$ cat src/rtl/wb_interconnect_if.sv
// Wishbone bus bundle: one master port plus the broadcast/one-hot slave side of the interconnect.
// The master modport is the bus owner (CPU side, which also models the peripherals in a bench).
interface wb_interconnect_if #(
    parameter int NUM_SLAVES = 6,
    parameter int ADDR_WIDTH = 32,
    parameter int DATA_WIDTH = 32
);
    localparam int SEL_WIDTH = DATA_WIDTH / 8;

    logic                             m_cyc;
    logic                             m_stb;
    logic                             m_we;
    logic [SEL_WIDTH-1:0]             m_sel;
    logic [ADDR_WIDTH-1:0]            m_adr;
    logic [DATA_WIDTH-1:0]            m_dat_w;
    logic [DATA_WIDTH-1:0]            m_dat_r;
    logic                             m_ack;
    logic                             m_err;

    logic                             s_cyc;
    logic                             s_we;
    logic [SEL_WIDTH-1:0]             s_sel;
    logic [ADDR_WIDTH-1:0]            s_adr;
    logic [DATA_WIDTH-1:0]            s_dat_w;
    logic [NUM_SLAVES-1:0]            s_stb;
    logic [NUM_SLAVES*DATA_WIDTH-1:0] s_dat_r;
    logic [NUM_SLAVES-1:0]            s_ack;

    modport master (
        output m_cyc, m_stb, m_we, m_sel, m_adr, m_dat_w, s_dat_r, s_ack,
        input  m_dat_r, m_ack, m_err, s_cyc, s_we, s_sel, s_adr, s_dat_w, s_stb
    );

    modport slave (
        input  m_cyc, m_stb, m_we, m_sel, m_adr, m_dat_w, s_dat_r, s_ack,
        output m_dat_r, m_ack, m_err, s_cyc, s_we, s_sel, s_adr, s_dat_w, s_stb
    );
endinterface

$ cat src/rtl/wb_interconnect.sv
// Single-master Wishbone interconnect: registered decode, decode-miss error, ack watchdog, sticky error capture.
// Two cycles minimum per transfer (ack/data combinational in BUSY); master waits for m_ack/m_err, stuck slaves cut off by timeout.
module wb_interconnect #(
    parameter int                                NUM_SLAVES     = 6,
    parameter int                                ADDR_WIDTH     = 32,
    parameter int                                DATA_WIDTH     = 32,
    parameter logic [NUM_SLAVES*ADDR_WIDTH-1:0]  SLAVE_BASE     = {NUM_SLAVES{ADDR_WIDTH'(32'h0)}},
    parameter logic [NUM_SLAVES*ADDR_WIDTH-1:0]  SLAVE_SIZE     = {NUM_SLAVES{ADDR_WIDTH'(32'h40)}},
    parameter int                                TIMEOUT_CYCLES = 255,
    parameter logic [DATA_WIDTH-1:0]             ERR_DATA       = DATA_WIDTH'(32'hDEADBEEF)
) (
    input  logic                  clk,
    input  logic                  rst_n,
    wb_interconnect_if.slave      bus,
    input  logic                  err_clear,
    output logic                  err_valid,
    output logic                  err_cause,
    output logic [ADDR_WIDTH-1:0] err_addr,
    output logic [7:0]            err_count
);
    typedef enum logic [1:0] {IDLE, BUSY, ERR} state_t;

    localparam logic [15:0] TMO_LAST = 16'(TIMEOUT_CYCLES - 1);

    state_t                state;
    logic [NUM_SLAVES-1:0] sel_q;
    logic [NUM_SLAVES-1:0] hit_sel;
    logic [ADDR_WIDTH-1:0] adr_q;
    logic [15:0]           tmo_cnt;
    logic [ADDR_WIDTH:0]   adr_ext;
    logic [ADDR_WIDTH:0]   base_ext;
    logic [ADDR_WIDTH:0]   lim_ext;
    logic [DATA_WIDTH-1:0] sel_dat;
    logic                  busy;
    logic                  slv_ack;
    logic                  tmo_last;
    logic                  tmo_hit;

    assign adr_ext = {1'b0, bus.m_adr};

    // Walk from the top index down so the lowest matching window overrides.
    always_comb begin
        hit_sel  = '0;
        base_ext = '0;
        lim_ext  = '0;
        for (int i = NUM_SLAVES - 1; i >= 0; i--) begin
            base_ext = {1'b0, SLAVE_BASE[i*ADDR_WIDTH +: ADDR_WIDTH]};
            lim_ext  = base_ext + {1'b0, SLAVE_SIZE[i*ADDR_WIDTH +: ADDR_WIDTH]};
            if (SLAVE_SIZE[i*ADDR_WIDTH +: ADDR_WIDTH] != '0 &&
                adr_ext >= base_ext && adr_ext < lim_ext) begin
                hit_sel = NUM_SLAVES'(1) << i;
            end
        end
    end

    always_comb begin
        sel_dat = '0;
        for (int i = 0; i < NUM_SLAVES; i++) begin
            if (sel_q[i]) begin
                sel_dat = sel_dat | bus.s_dat_r[i*DATA_WIDTH +: DATA_WIDTH];
            end
        end
    end

    assign busy     = (state == BUSY);
    assign slv_ack  = busy && |(bus.s_ack & sel_q);
    assign tmo_last = busy && (tmo_cnt == TMO_LAST);
    assign tmo_hit  = tmo_last && !slv_ack;

    assign bus.m_ack   = slv_ack;
    assign bus.m_err   = (state == ERR) || tmo_hit;
    assign bus.m_dat_r = slv_ack ? sel_dat : (bus.m_err ? ERR_DATA : '0);

    // Strobe drop on the last watchdog cycle depends only on state, so no path from s_ack back to s_stb.
    assign bus.s_stb   = (busy && !tmo_last) ? (sel_q & {NUM_SLAVES{bus.m_stb}}) : '0;
    assign bus.s_cyc   = bus.m_cyc;
    assign bus.s_we    = bus.m_we;
    assign bus.s_sel   = bus.m_sel;
    assign bus.s_adr   = bus.m_adr;
    assign bus.s_dat_w = bus.m_dat_w;

    always_ff @(posedge clk or negedge rst_n) begin
        if (!rst_n) begin
            state   <= IDLE;
            sel_q   <= '0;
            adr_q   <= '0;
            tmo_cnt <= '0;
        end else begin
            case (state)
                IDLE: begin
                    if (bus.m_cyc && bus.m_stb) begin
                        sel_q   <= hit_sel;
                        adr_q   <= bus.m_adr;
                        tmo_cnt <= '0;
                        state   <= (|hit_sel) ? BUSY : ERR;
                    end
                end
                BUSY: begin
                    tmo_cnt <= tmo_cnt + 16'd1;
                    if (slv_ack || tmo_last || !bus.m_cyc) begin
                        state <= IDLE;
                    end
                end
                ERR:     state <= IDLE;
                default: state <= IDLE;
            endcase
        end
    end

    // First uncleared error keeps its cause/address; a clear in the same cycle as a new error yields to it.
    always_ff @(posedge clk or negedge rst_n) begin
        if (!rst_n) begin
            err_valid <= 1'b0;
            err_cause <= 1'b0;
            err_addr  <= '0;
            err_count <= '0;
        end else if (bus.m_err) begin
            err_valid <= 1'b1;
            if (!err_valid || err_clear) begin
                err_cause <= tmo_hit;
                err_addr  <= adr_q;
            end
            if (err_clear) begin
                err_count <= 8'd1;
            end else if (err_count != 8'hFF) begin
                err_count <= err_count + 8'd1;
            end
        end else if (err_clear) begin
            err_valid <= 1'b0;
            err_count <= '0;
        end
    end
endmodule

$ cat src/flat_wrapper.sv
// flat-port wrapper written by rule: the top's interface ports become plain ports
module wb_interconnect_flat 
#(
    parameter int                                NUM_SLAVES     = 6,
    parameter int                                ADDR_WIDTH     = 32,
    parameter int                                DATA_WIDTH     = 32,
    parameter logic [NUM_SLAVES*ADDR_WIDTH-1:0]  SLAVE_BASE     = {NUM_SLAVES{ADDR_WIDTH'(32'h0)}},
    parameter logic [NUM_SLAVES*ADDR_WIDTH-1:0]  SLAVE_SIZE     = {NUM_SLAVES{ADDR_WIDTH'(32'h40)}},
    parameter int                                TIMEOUT_CYCLES = 255,
    parameter logic [DATA_WIDTH-1:0]             ERR_DATA       = DATA_WIDTH'(32'hDEADBEEF)
)
  (clk, rst_n, err_clear, err_valid, err_cause, err_addr, err_count, bus_m_cyc, bus_m_stb, bus_m_we, bus_m_sel, bus_m_adr, bus_m_dat_w, bus_s_dat_r, bus_s_ack, bus_m_dat_r, bus_m_ack, bus_m_err, bus_s_cyc, bus_s_we, bus_s_sel, bus_s_adr, bus_s_dat_w, bus_s_stb);
  wb_interconnect_if #(.NUM_SLAVES(NUM_SLAVES), .ADDR_WIDTH(ADDR_WIDTH), .DATA_WIDTH(DATA_WIDTH)) bus_i ();
  input  logic clk;
  input  logic rst_n;
  input  logic err_clear;
  output logic err_valid;
  output logic err_cause;
  output logic [ADDR_WIDTH-1:0] err_addr;
  output logic [7:0] err_count;
  input wire logic [$bits(bus_i.m_cyc)-1:0] bus_m_cyc;
  input wire logic [$bits(bus_i.m_stb)-1:0] bus_m_stb;
  input wire logic [$bits(bus_i.m_we)-1:0] bus_m_we;
  input wire logic [$bits(bus_i.m_sel)-1:0] bus_m_sel;
  input wire logic [$bits(bus_i.m_adr)-1:0] bus_m_adr;
  input wire logic [$bits(bus_i.m_dat_w)-1:0] bus_m_dat_w;
  input wire logic [$bits(bus_i.s_dat_r)-1:0] bus_s_dat_r;
  input wire logic [$bits(bus_i.s_ack)-1:0] bus_s_ack;
  output wire logic [$bits(bus_i.m_dat_r)-1:0] bus_m_dat_r;
  output wire logic [$bits(bus_i.m_ack)-1:0] bus_m_ack;
  output wire logic [$bits(bus_i.m_err)-1:0] bus_m_err;
  output wire logic [$bits(bus_i.s_cyc)-1:0] bus_s_cyc;
  output wire logic [$bits(bus_i.s_we)-1:0] bus_s_we;
  output wire logic [$bits(bus_i.s_sel)-1:0] bus_s_sel;
  output wire logic [$bits(bus_i.s_adr)-1:0] bus_s_adr;
  output wire logic [$bits(bus_i.s_dat_w)-1:0] bus_s_dat_w;
  output wire logic [$bits(bus_i.s_stb)-1:0] bus_s_stb;
  assign bus_i.m_cyc = bus_m_cyc;
  assign bus_i.m_stb = bus_m_stb;
  assign bus_i.m_we = bus_m_we;
  assign bus_i.m_sel = bus_m_sel;
  assign bus_i.m_adr = bus_m_adr;
  assign bus_i.m_dat_w = bus_m_dat_w;
  assign bus_i.s_dat_r = bus_s_dat_r;
  assign bus_i.s_ack = bus_s_ack;
  assign bus_m_dat_r = bus_i.m_dat_r;
  assign bus_m_ack = bus_i.m_ack;
  assign bus_m_err = bus_i.m_err;
  assign bus_s_cyc = bus_i.s_cyc;
  assign bus_s_we = bus_i.s_we;
  assign bus_s_sel = bus_i.s_sel;
  assign bus_s_adr = bus_i.s_adr;
  assign bus_s_dat_w = bus_i.s_dat_w;
  assign bus_s_stb = bus_i.s_stb;
  wb_interconnect #(.NUM_SLAVES(NUM_SLAVES), .ADDR_WIDTH(ADDR_WIDTH), .DATA_WIDTH(DATA_WIDTH), .SLAVE_BASE(SLAVE_BASE), .SLAVE_SIZE(SLAVE_SIZE), .TIMEOUT_CYCLES(TIMEOUT_CYCLES), .ERR_DATA(ERR_DATA)) u_core (.clk(clk), .rst_n(rst_n), .bus(bus_i), .err_clear(err_clear), .err_valid(err_valid), .err_cause(err_cause), .err_addr(err_addr), .err_count(err_count));
endmodule
$ cat config.mk
export PLATFORM = sky130hd
export DESIGN_NAME = wb_interconnect_flat
export DESIGN_NICKNAME = d
export VERILOG_FILES = /design/src/rtl/wb_interconnect_if.sv /design/src/rtl/wb_interconnect.sv /design/src/flat_wrapper.sv
export SDC_FILE = /design/constraint.sdc
export NUM_CORES = 1
export LEC_CHECK = 0
export ABC_CLOCK_PERIOD_IN_PS = 3000
export CORE_AREA = 2 2 165 167
export CTS_CLUSTER_DIAMETER = 120
export DETAILED_ROUTE_END_ITERATION = 7
export DIE_AREA = 0 0 167 169
export DONT_BUFFER_PORTS = 1
export SYNTH_ARGS = -nofsm -noshare
export SYNTH_HDL_FRONTEND = slang
export SYNTH_SLANG_ARGS = --single-unit
export TNS_END_PERCENT = 20
$ cat constraint.sdc
create_clock -name clk -period 3 [get_ports clk]
set_clock_uncertainty 0.1 [all_clocks]
set_input_delay 0.45 -clock clk [delete_from_list [all_inputs] [get_ports clk]]
set_output_delay 0.45 -clock clk [all_outputs]
set_load 0.02 [all_outputs]
==> run summary <==
Die Y: 169 microns
Final #Nets: 754
Routed Antenna Nets: 0
Post-Syn Area: 4800 sq um
Post-synth ARST share: 1.00
Final WS setup: 0.160 ns
Num ports: 424
Routed WL: 12.7 mm
Hold crit path type: primary input to flop
Setup crit end kind: primary output
Htree depth: 3
MaxCap Viol Count: 0
Setup TNS Final: 0 ns
Cell Chain, Critical Path: or4_4, nor4_4, a21oi_4, buf_6, nand2_1, buf_4
Fmax: 0.352 GHz
RSZ-0062 raised after global routing: false
GRT Total Usage: 0.0903
Placer congestion estimate: 0.760
WL/cell: 15.4 microns
Comb power frac: 0.101
Vias in the first global route: 3242
Die Area: 28200 sq um
DRC Markers: 0
Post-Synthesis Cells: 524
VDD IR max: 0.000264 V
Starting DRT DRC Count: 165
WP data arrival: 2.29 ns
Placement Setup Slack: 0.0769 ns
FF/Latch Area: 2330 sq um
Synth cell types: 41
CTS tree: done
Largest net degree at the start of global routing: 94
Buffers from clock root to sink, at most: 2
Hpwl dp: 8.99 mm
Max transition margin: 0.597
Met1 WL: 4.65 mm
Crit path buf inv count: 2
Critical path's largest stage delay: 0.57 ns
Worst-skew pair later-pin latency: 0.35 ns
CP Class: flop to primary output
Most frequent cells in the layout: nand2_1 (159), dfrtp_1 (92), buf_4 (34), mux2_2 (32), nand3_1 (21)
P_leak: 0.00244 uW
Slew Limit Fails: 0
Area used by multi-input combinational logic: 1830 sq um
Clk pin slew, worst setup/hold paths: 0.07 ns
Via density: 4.07
Met3 wire length: 2.01 mm
Placed cell count: 805
Fill cells: 2928
Syn avg cell area: 9.16 sq um
Setup Viol. Count Final: 0
Crit path time final: 2.84 ns
Clock network fraction of total power: 0.389
Core box area: 26500 sq um
CP required: 2.45 ns
CTS Buf Count: 9
Crit-path slowest cell: or4_4
Critical path's top delay family: simple AND/OR/NAND/NOR gates
Psw: 1030 uW
# port buffers: 0
CTS Root Cell: clkbuf_16
Layout cells sized above 1: 0.186
PD cells: 661 nW/um^2
Initial antenna violation count: 0
Layout Cells excl Fill: 824
Status: completed
Synth Flop Type: dfrtp_1
Sequential Power Share: 0.511
DRT Pass-1 Iters: 4
Chip width: 167 microns
N_diodes: 0
Top layer in use: met4
Synth warn: 0
P_int: 2440 uW
Worst-path maximum fanout: 27
Routed wl met2: 5.90 mm
Sw Share: 0.296
Grt total ovfl: 0
First-pass GRT wire length: 19.1 mm
Vias: 3351
Worst setup SP type: flop
Post-synthesis register bit count: 93
EDFF count, synth: 0
Initial Util: 0.181
Worst-margin pin slew: 0.598 ns
Seq/Total Area, Yosys: 0.485
Most common library cell in the layout ignoring fill and taps: nand2_1
Area grow syn2layout: 9.36%
Standard-cell rows: 60
Final hold vios: 0
Clock sink count: 93
Final period util: 0.947
-- registers in the layout, indices dropped and copies added (netlist names) --
signal / flops
u_core.err_addr: 32
u_core.adr_q: 32
u_core.state: 2
u_core.err_count: 8
u_core.err_cause: 1
u_core.err_valid: 1
u_core.sel_q: 1
u_core.tmo_cnt: 16
-- layer usage --
layer	track usage	vias to the layer above
met5	0	-
met4	0.0300	0
met3	0.0601	17
met2	0.147	189
met1	0.0942	1584
li1	-	1561
-- power by group through the flow --
stage	sequential, uW	clock, uW	combinational (uW)
final	1770	1350	349
after global routing	1810	1450	396
after CTS	1780	1410	357
after detailed placement	1800	0	321
after global placement	1800	0	313
after floorplan	1730	0	397
-- worst reg2reg max path: stages (launching register included) --
cell and delay (ns):
dfrtp_1 0.43, or4_4 0.57, nor4_4 0.38, a21oi_4 0.12, inv_1 0.23, nand2_2 0.09
buf_4 0.29, mux2_2 0.36
-- synthesized netlist by cell type (2+ instances only) --
| master | count | area share |
|---|---|---|
| a21oi_1 | 8 | 0.0083 |
| and2_1 | 8 | 0.010 |
| and3_1 | 4 | 0.0052 |
| buf_2 | 3 | 0.0031 |
| buf_4 | 75 | 0.12 |
| clkbuf_1 | 18 | 0.014 |
| dfrtp_1 | 93 | 0.48 |
| ha_1 | 3 | 0.0078 |
| inv_1 | 5 | 0.0039 |
| mux2_2 | 32 | 0.075 |
| mux2i_1 | 4 | 0.0083 |
| nand2_1 | 160 | 0.13 |
| nand2b_1 | 4 | 0.0052 |
| nand3_1 | 22 | 0.023 |
| nand4_1 | 6 | 0.0078 |
| nor2_1 | 18 | 0.014 |
| nor2b_1 | 2 | 0.0026 |
| nor3_1 | 4 | 0.0042 |
| nor4_1 | 8 | 0.010 |
| o211ai_1 | 2 | 0.0031 |
| o21ai_0 | 19 | 0.020 |
| o31ai_1 | 4 | 0.0063 |
| or3_1 | 2 | 0.0026 |
| or4_1 | 3 | 0.0047 |
-- kinds of logic (layout without fill, tap and decap cells) --
kind of cell    count (synthesis)  count (layout)  synth area share
xor+xnor                        1               1           0.00182
flops                          93              93             0.485
fa+ha+maj                       3               3           0.00782
compound gates                 41              41            0.0513
other cells                     1               5          0.000781
buf+inv                       102              57             0.141
mux                            36              36            0.0834
simple gates                  247             247             0.229
-- stage by stage --
step,cell area [sq um],utilization,hold slack (ns),total power [uW]
2_1_floorplan,4820,-,0.0544,2130
3_3_place_gp,4840,0.183,0.0568,2110
3_5_place_dp,4840,0.183,0.0569,2130
4_1_cts,5240,0.198,0.0395,3550
5_1_grt,5250,0.198,0.0388,3660
6_report,5250,0.198,0.0619,3470
-- layout make-up --
type / instances / area share
repair buffers: 37 / 0.0579
flip-flops and latches: 93 / 0.444
clock buffers: 9 / 0.0429
multi-input cells: 333 / 0.348
inverters: 5 / 0.00357
well taps: 341 / 0.0813
clock inverters: 6 / 0.0226
-- timing repair --
item,4_1_cts,5_1_grt
pin swaps,2,2
resized for setup,3,0
setup endpoints to repair,2,24
hold buffers,2,0
hold endpoints to repair,93,0
buffers inserted,0,2
-- worst paths after layout --
path,slack (ns),endpoint,startpoint,depth (start not counted)
worst max register to register,0.33,u_core.err_addr[14],u_core.tmo_cnt[9],7
worst max-delay path,0.16,bus_m_dat_r[2],u_core.tmo_cnt[9],6
min in group asynchronous,0.56,u_core.err_addr[14],rst_n,2
worst min register to register,0.37,u_core.adr_q[4],u_core.adr_q[4],2
worst min-delay path,0.06,u_core.err_count[5],err_clear,1
max in group asynchronous,1.81,u_core.tmo_cnt[11],rst_n,2
Note: power is estimated with default switching activity, not from simulation.
